==> config.mk <==
export PLATFORM = sky130hd
export DESIGN_NAME = tempo_sequencer_flat
export DESIGN_NICKNAME = d
export VERILOG_FILES = /design/src/rtl/tempo_sequencer_if.sv /design/src/rtl/tempo_sequencer.sv /design/src/flat_wrapper.sv
export SDC_FILE = /design/constraint.sdc
export NUM_CORES = 1
export LEC_CHECK = 0
export CORE_AREA = 5 5 214 216
export CTS_CLUSTER_SIZE = 8
export DETAILED_ROUTE_END_ITERATION = 8
export DIE_AREA = 0 0 219 221
export GPL_ROUTABILITY_DRIVEN = 0
export PLACE_DENSITY = 0.59
export SLEW_MARGIN = 10
export SYNTH_ARGS = -nofsm -noshare
export SYNTH_HDL_FRONTEND = slang
export SYNTH_SLANG_ARGS = --single-unit
==> constraint.sdc <==
create_clock -name clock -period 8.8 [get_ports clock]
set_input_delay 1.76 -clock clock [delete_from_list [all_inputs] [get_ports clock]]
set_output_delay 1.76 -clock clock [all_outputs]
set_load 0.02 [all_outputs]
==> src/rtl/tempo_sequencer_if.sv <==
// tempo_sequencer_if
//   Bundles the sequencer's control inputs and beat/display outputs.
//   master : the controller side (switches, tap key, consumers of the outputs)
//   slave  : the tempo_sequencer side
//   run       - sequencer enable (level)
//   bpm_sel   - 0 or 19..31 = tap mode, 1..18 = preset 60..230 BPM
//   tap       - raw active-low tap key
//   beat      - one-cycle strobe at the start of each beat
//   step      - sweep position 0..13
//   led       - one-hot sweep pattern (bounces 01 -> 80 -> 02)
//   click     - speaker gate
//   bpm       - effective tempo for the display
//   tap_valid - a tap period has been measured since reset
interface tempo_sequencer_if;
    logic       run;
    logic [4:0] bpm_sel;
    logic       tap;
    logic       beat;
    logic [3:0] step;
    logic [7:0] led;
    logic       click;
    logic [7:0] bpm;
    logic       tap_valid;

    modport master (
        output run, bpm_sel, tap,
        input  beat, step, led, click, bpm, tap_valid
    );

    modport slave (
        input  run, bpm_sel, tap,
        output beat, step, led, click, bpm, tap_valid
    );
endinterface

==> src/rtl/tempo_sequencer.sv <==
// tempo_sequencer
//   Beat scheduler: picks the tempo from a preset or from tap-tempo
//   measurement, generates the beat strobe, the 14-step LED sweep and the
//   click gate, and reports the effective BPM.
//   clock - system clock
//   reset - asynchronous, active-low reset
//   bus   - tempo_sequencer_if.slave (run, bpm_sel, tap in; beat, step,
//           led, click, bpm, tap_valid out)
module tempo_sequencer #(
    parameter int CLK_HZ       = 50000000,
    parameter int STEPS        = 14,
    parameter int CLICK_CYC    = 2500000,
    parameter int DEBOUNCE_CYC = 1000000,
    parameter int MIN_BPM      = 60,
    parameter int MAX_BPM      = 230
) (
    input  logic              clock,
    input  logic              reset,
    tempo_sequencer_if.slave  bus
);
    localparam logic [63:0] DIV64 = 64'(CLK_HZ) * 64'd60;
    localparam logic [31:0] DIVIDEND = 32'(DIV64);

    function automatic logic [27:0] period_of(input int b);
        return 28'(DIV64 / 64'(b));
    endfunction

    localparam logic [27:0] P_MIN     = period_of(MAX_BPM);
    localparam logic [27:0] P_MAX     = period_of(MIN_BPM);
    localparam logic [27:0] P_120     = period_of(120);
    localparam logic [3:0]  LAST_STEP = 4'(STEPS - 1);

    typedef enum logic {IDLE, ARMED} tap_state_t;

    // Preset tables, fixed at elaboration. Unused codes fall back to 120 BPM.
    logic [27:0] preset_period [0:31];
    logic [7:0]  preset_bpm    [0:31];
    for (genvar gi = 0; gi < 32; gi++) begin : g_preset
        if (gi >= 1 && gi <= 18) begin : g_on
            assign preset_period[gi] = period_of(50 + 10 * gi);
            assign preset_bpm[gi]    = 8'(50 + 10 * gi);
        end else begin : g_off
            assign preset_period[gi] = P_120;
            assign preset_bpm[gi]    = 8'd120;
        end
    end

    // ---------------- tap input path ----------------
    logic        sync1_reg, sync2_reg, sync3_reg;
    logic [27:0] lockout_reg;
    logic        tap_accept;

    assign tap_accept = sync3_reg && !sync2_reg && (lockout_reg == 28'd0);

    always_ff @(posedge clock or negedge reset) begin
        if (!reset) begin
            sync1_reg   <= 1'b1;
            sync2_reg   <= 1'b1;
            sync3_reg   <= 1'b1;
            lockout_reg <= '0;
        end else begin
            sync1_reg <= bus.tap;
            sync2_reg <= sync1_reg;
            sync3_reg <= sync2_reg;
            if (tap_accept)
                lockout_reg <= 28'(DEBOUNCE_CYC);
            else if (lockout_reg != 28'd0)
                lockout_reg <= lockout_reg - 28'd1;
        end
    end

    // ---------------- tap FSM ----------------
    tap_state_t  tap_state_reg;
    logic [27:0] tap_cnt_reg;
    logic [27:0] tap_period_reg;
    logic        tap_valid_reg;
    logic        div_start_reg;
    logic [28:0] period_sum;

    assign period_sum = {1'b0, tap_period_reg} + {1'b0, tap_cnt_reg};

    // The counter restarts at 1 because the accepting cycle itself belongs
    // to the next interval: two taps D cycles apart measure exactly D.
    always_ff @(posedge clock or negedge reset) begin
        if (!reset) begin
            tap_state_reg  <= IDLE;
            tap_cnt_reg    <= '0;
            tap_period_reg <= P_120;
            tap_valid_reg  <= 1'b0;
            div_start_reg  <= 1'b0;
        end else begin
            div_start_reg <= 1'b0;
            case (tap_state_reg)
                IDLE: begin
                    if (tap_accept) begin
                        tap_state_reg <= ARMED;
                        tap_cnt_reg   <= 28'd1;
                    end
                end
                ARMED: begin
                    // A tap on the timeout cycle is still measured.
                    if (tap_accept) begin
                        tap_cnt_reg <= 28'd1;
                        if (tap_cnt_reg >= P_MIN && tap_cnt_reg <= P_MAX) begin
                            tap_period_reg <= tap_valid_reg ? 28'(period_sum >> 1) : tap_cnt_reg;
                            tap_valid_reg  <= 1'b1;
                            div_start_reg  <= 1'b1;
                        end
                    end else if (tap_cnt_reg >= P_MAX) begin
                        tap_state_reg <= IDLE;
                    end else begin
                        tap_cnt_reg <= tap_cnt_reg + 28'd1;
                    end
                end
                default: tap_state_reg <= IDLE;
            endcase
        end
    end

    // ---------------- restoring divider: DIVIDEND / tap_period ----------------
    logic        div_busy_reg;
    logic [5:0]  div_cnt_reg;
    logic [31:0] div_quo_reg;
    logic [31:0] div_rem_reg;
    logic [27:0] div_den_reg;
    logic [7:0]  tap_bpm_reg;
    logic [32:0] rem_shift;
    logic        rem_ge;
    logic [31:0] quo_next;

    assign rem_shift = {div_rem_reg, div_quo_reg[31]};
    assign rem_ge    = rem_shift >= {5'd0, div_den_reg};
    assign quo_next  = {div_quo_reg[30:0], rem_ge};

    always_ff @(posedge clock or negedge reset) begin
        if (!reset) begin
            div_busy_reg <= 1'b0;
            div_cnt_reg  <= '0;
            div_quo_reg  <= '0;
            div_rem_reg  <= '0;
            div_den_reg  <= P_120;
            tap_bpm_reg  <= 8'd120;
        end else if (div_start_reg) begin
            // A fresh start always wins over a divide in progress.
            div_busy_reg <= 1'b1;
            div_cnt_reg  <= 6'd32;
            div_quo_reg  <= DIVIDEND;
            div_rem_reg  <= '0;
            div_den_reg  <= tap_period_reg;
        end else if (div_busy_reg) begin
            div_quo_reg <= quo_next;
            div_rem_reg <= rem_ge ? 32'(rem_shift - {5'd0, div_den_reg}) : rem_shift[31:0];
            div_cnt_reg <= div_cnt_reg - 6'd1;
            if (div_cnt_reg == 6'd1) begin
                div_busy_reg <= 1'b0;
                tap_bpm_reg  <= quo_next[7:0];
            end
        end
    end

    // ---------------- tempo selection ----------------
    logic [4:0]  sel_reg;
    logic        is_preset;
    logic [27:0] sel_period;
    logic [7:0]  bpm_out;

    always_comb begin
        is_preset  = (sel_reg >= 5'd1) && (sel_reg <= 5'd18);
        sel_period = tap_valid_reg ? tap_period_reg : P_120;
        bpm_out    = tap_bpm_reg;
        if (is_preset) begin
            sel_period = preset_period[sel_reg];
            bpm_out    = preset_bpm[sel_reg];
        end
    end

    // ---------------- step engine ----------------
    logic        run_prev_reg;
    logic [27:0] period_active_reg;
    logic [27:0] acc_reg;
    logic [3:0]  step_reg;
    logic [7:0]  led_reg;
    logic        beat_reg;
    logic [27:0] click_cnt_reg;
    logic [28:0] acc_sum;
    logic [3:0]  step_inc;

    assign acc_sum  = {1'b0, acc_reg} + 29'(STEPS);
    assign step_inc = step_reg + 4'd1;

    // Sweep bounces: steps 0..7 light bits 0..7, steps 8..13 come back down.
    function automatic logic [7:0] led_of(input logic [3:0] s);
        if (s < 4'd8)
            return 8'h01 << s;
        return 8'h01 << (4'd14 - s);
    endfunction

    always_ff @(posedge clock or negedge reset) begin
        if (!reset) begin
            sel_reg           <= '0;
            run_prev_reg      <= 1'b0;
            period_active_reg <= P_120;
            acc_reg           <= '0;
            step_reg          <= '0;
            led_reg           <= '0;
            beat_reg          <= 1'b0;
            click_cnt_reg     <= '0;
        end else begin
            sel_reg      <= bus.bpm_sel;
            run_prev_reg <= bus.run;
            if (!bus.run) begin
                acc_reg       <= '0;
                step_reg      <= '0;
                led_reg       <= '0;
                beat_reg      <= 1'b0;
                click_cnt_reg <= '0;
            end else if (!run_prev_reg) begin
                acc_reg           <= '0;
                step_reg          <= '0;
                led_reg           <= 8'h01;
                beat_reg          <= 1'b1;
                click_cnt_reg     <= 28'(CLICK_CYC);
                period_active_reg <= sel_period;
            end else begin
                beat_reg <= 1'b0;
                if (click_cnt_reg != 28'd0)
                    click_cnt_reg <= click_cnt_reg - 28'd1;
                // Fractional accumulator: STEPS per cycle against period_active,
                // so a full sweep takes exactly period_active cycles.
                if (acc_sum >= {1'b0, period_active_reg}) begin
                    acc_reg <= 28'(acc_sum - {1'b0, period_active_reg});
                    if (step_reg == LAST_STEP) begin
                        // Tempo changes only take effect on a beat boundary.
                        step_reg          <= '0;
                        led_reg           <= 8'h01;
                        beat_reg          <= 1'b1;
                        click_cnt_reg     <= 28'(CLICK_CYC);
                        period_active_reg <= sel_period;
                    end else begin
                        step_reg <= step_inc;
                        led_reg  <= led_of(step_inc);
                    end
                end else begin
                    acc_reg <= acc_sum[27:0];
                end
            end
        end
    end

    assign bus.beat      = beat_reg;
    assign bus.step      = step_reg;
    assign bus.led       = led_reg;
    assign bus.click     = (click_cnt_reg != 28'd0);
    assign bus.bpm       = bpm_out;
    assign bus.tap_valid = tap_valid_reg;
endmodule

==> src/flat_wrapper.sv <==
// flat-port wrapper written by rule: the top's interface ports become plain ports
module tempo_sequencer_flat 
#(
    parameter int CLK_HZ       = 50000000,
    parameter int STEPS        = 14,
    parameter int CLICK_CYC    = 2500000,
    parameter int DEBOUNCE_CYC = 1000000,
    parameter int MIN_BPM      = 60,
    parameter int MAX_BPM      = 230
)
  (clock, reset, bus_run, bus_bpm_sel, bus_tap, bus_beat, bus_step, bus_led, bus_click, bus_bpm, bus_tap_valid);
  tempo_sequencer_if bus_i ();
  input  logic clock;
  input  logic reset;
  input wire logic [$bits(bus_i.run)-1:0] bus_run;
  input wire logic [$bits(bus_i.bpm_sel)-1:0] bus_bpm_sel;
  input wire logic [$bits(bus_i.tap)-1:0] bus_tap;
  output wire logic [$bits(bus_i.beat)-1:0] bus_beat;
  output wire logic [$bits(bus_i.step)-1:0] bus_step;
  output wire logic [$bits(bus_i.led)-1:0] bus_led;
  output wire logic [$bits(bus_i.click)-1:0] bus_click;
  output wire logic [$bits(bus_i.bpm)-1:0] bus_bpm;
  output wire logic [$bits(bus_i.tap_valid)-1:0] bus_tap_valid;
  assign bus_i.run = bus_run;
  assign bus_i.bpm_sel = bus_bpm_sel;
  assign bus_i.tap = bus_tap;
  assign bus_beat = bus_i.beat;
  assign bus_step = bus_i.step;
  assign bus_led = bus_i.led;
  assign bus_click = bus_i.click;
  assign bus_bpm = bus_i.bpm;
  assign bus_tap_valid = bus_i.tap_valid;
  tempo_sequencer #(.CLK_HZ(CLK_HZ), .STEPS(STEPS), .CLICK_CYC(CLICK_CYC), .DEBOUNCE_CYC(DEBOUNCE_CYC), .MIN_BPM(MIN_BPM), .MAX_BPM(MAX_BPM)) u_core (.clock(clock), .reset(reset), .bus(bus_i));
endmodule
==> results.json <==
{
  "max_freq_mhz": 181,
  "wl_per_cell_microns": 17.4,
  "status": "finished, final reports clean",
  "syn_area_sq_um": 19300,
  "die_area_sq_um": 48400,
  "synth_edf_count": 0,
  "critical_path.cell_chain": "buf_4 > nor2_1 > o21ai_0 > a32o_1 > buf_4 > o21ai_0 > clkdlybuf4s50_1",
  "grt_pass1_vias": 15400,
  "detail_route.vias_per_cell": 5.62,
  "final.min_clock_period_ps": 5510,
  "grt_usage_pct": 20.2,
  "yosys_warnings": 0,
  "antenna_found_initial": 1,
  "p_per_area_nw_per_um2": 164,
  "hold_slack_ps": 365,
  "drc": 0,
  "cts-htree-levels": 2,
  "buffer_ports.inserted": 31,
  "first_iter_violations": 1034,
  "fin_crit_sh_pct": 62.7,
  "clkSinkCount": 300,
  "yosys.area.top_type": "dfrtp_1",
  "cts_tree": "yes",
  "ys_ff_latch": 300,
  "max_cap_violations": 0,
  "routed_wl_microns": 49400,
  "irDropWorstVdd_uv": 112,
  "r2r_end": "u_core.bus.led[6]",
  "drv_slew": 0,
  "initial_core_util_pct": 44.1,
  "fp.dieH_microns": 221,
  "p_total_mw": 3.50,
  "cts_buffers": 43,
  "min_delay_path_depth": 0,
  "path_class": "register to output port",
  "cts-root-buf": "clkbuf_16",
  "hold_viol_final": 0,
  "hp-class": "register to register",
  "post_cts_buffers": 0,
  "critPathSlowestCell": "clkdlybuf4s50_1",
  "row_count": 77,
  "ctsHoldBuffers": 0,
  "netlist_instances": 2223,
  "async_flop_share_pct": 100,
  "ant_nets": 0,
  "cp_data_required_time_ps": 7040,
  "skew_ps": 27.0,
  "clk_transition_reported_paths_ps": 50,
  "clockBufferDepth": 3,
  "worst_pin_slew_ps": 1010,
  "setup_viol": 0,
  "synthTopCellsByArea": "dfrtp_1 (33%), ha_1 (6.7%), dfstp_2 (5.9%)",
  "tns_ps": 0,
  "clock_latency_ps": 560,
  "relSlewSlack_pct": 32.7,
  "layout_commonest_cell": "dfrtp_1",
  "grt_pass1_wl_microns": 81700,
  "post_cts_resized": 0,
  "grt_overflow": 0,
  "drive_gt1_share_pct": 6.70,
  "critPathCaptureType": "output port",
  "r2r-start": "u_core.acc_reg[1]",
  "core_area_sq_um": 43700,
  "areaGrowthSynthToFinish_pct": 10.4,
  "ys_seq_area_share_pct": 39.2,
  "die_x_microns": 219,
  "syn_nets": 2339,
  "leakage_nw": 9.56,
  "n_antenna_cell": 0,
  "synth.avg_cell_area_sq_um": 8.67,
  "hp-start": "u_core.sync1_reg",
  "fin_nets": 2327,
  "yosysTopAreaCellShare_pct": 33.4,
  "yosysUniqueCellTypes": 74,
  "max_stage_delay_ps": 680,
  "grt_max_degree": 145,
  "r2r_slack_ps": 3500,
  "cp-start-kind": "register",
  "ff2ff_path_depth": 18,
  "cp_data_arrival_time_ps": 3750,
  "hpwlAfterDp_microns": 34900,
  "min_to": "u_core.sync2_reg",
  "worstPathMaxFanout": 47,
  "vias": 15900,
  "rsz0062_at_grt": "no",
  "first_pass_iters": 5,
  "synth_ff_type": "dfrtp_1",
  "final_cell_mix": "dfrtp_1 (255), nor2_1 (250), nand2_1 (245)",
  "ios": 32
}
## cell type report
cell class                      instances  area, sq um
Fill cell                            4175        22400
Multi-Input combinational cell       1719        11000
Sequential cell                       300         7570
Clock buffer                           73         1190
Tap cell                              592          741
Timing Repair Buffer                   48          455
Inverter                               99          372
Clock inverter                          1         8.76
## critical path, delay by kind of cell, from the launching register on
family	cells	cell delay, ps
AO/OA/AOI/OAI	3	1000
buffers and inverters	3	1230
flip-flops	1	370
AND/OR/NAND/NOR	1	570
## power by group
part | switching [mW] | leakage [nW] | internal (mW)
logic | 0.265 | 5.06 | 0.178
clock network | 0.614 | 0.570 | 0.906
registers | 0.0804 | 3.93 | 1.46
## per-stage QoR
stage                     area (sq um)  worst slack, ps  instances  util (%)
final                            21300             3290       2832      48.7
after global routing             21300             2930       2832      48.7
after CTS                        21300             3250       2832      48.7
after detailed placement         20100             3490       2758      45.9
after global placement           20100             3600       2758      45.9
after floorplan                  19300             4340       2223         -
## how the worst max path moves through the flow
stage,slack (ps),end,startpoint,depth (start not counted)
6_report,3290,bus_bpm[6],u_core.sel_reg[3],7
4_1_cts,3250,bus_bpm[6],u_core.sel_reg[0],8
3_5_place_dp,3490,u_core.bus.led[4],u_core.acc_reg[1],18
3_3_place_gp,3600,u_core.bus.led[6],u_core.acc_reg[1],18
2_1_floorplan,4340,u_core.period_active_reg[16],u_core.acc_reg[1],20
5_1_grt,2930,u_core.bus.led[4],u_core.acc_reg[1],18
## cell families after synthesis
family,Yosys count,share of synthesized area [%]
and+or+nand+nor,800,19.1
adders and majority gates,107,7.06
muxes,109,5.83
buffers and inverters,204,4.04
AOI/OAI and AO/OA,540,17.4
xor gates and xnor gates,163,7.40
DFF,300,39.2
## cell usage after synthesis (10+ instances only)
cell / instances
inv_1: 95
nor2b_1: 16
nand3_1: 58
a31oi_1: 24
dfrtp_1: 257
xor2_1: 73
a21oi_1: 169
o21ai_0: 132
nor2_1: 250
mux2_2: 26
or3_1: 19
xnor2_1: 90
ha_1: 104
o211ai_1: 13
a21o_1: 35
nand2b_1: 36
and3_1: 16
buf_1: 13
nor4_1: 21
nor3_1: 65
nand2_1: 245
o22ai_1: 19
clkbuf_1: 87
nand4_1: 22
o21a_1: 10
and2_1: 13
dfstp_2: 43
mux2i_1: 83
a211oi_1: 43
## metal layers
metal | GRT usage [%] | up-vias | share of wire [%]
met5 | 0 | - | 0.026
met4 | 7.54 | 2 | 3.4
met3 | 2.82 | 100 | 4.2
met2 | 31.5 | 338 | 45
met1 | 28.7 | 7642 | 47
li1 | - | 7843 | -
Power figures use the tool's default switching activity.
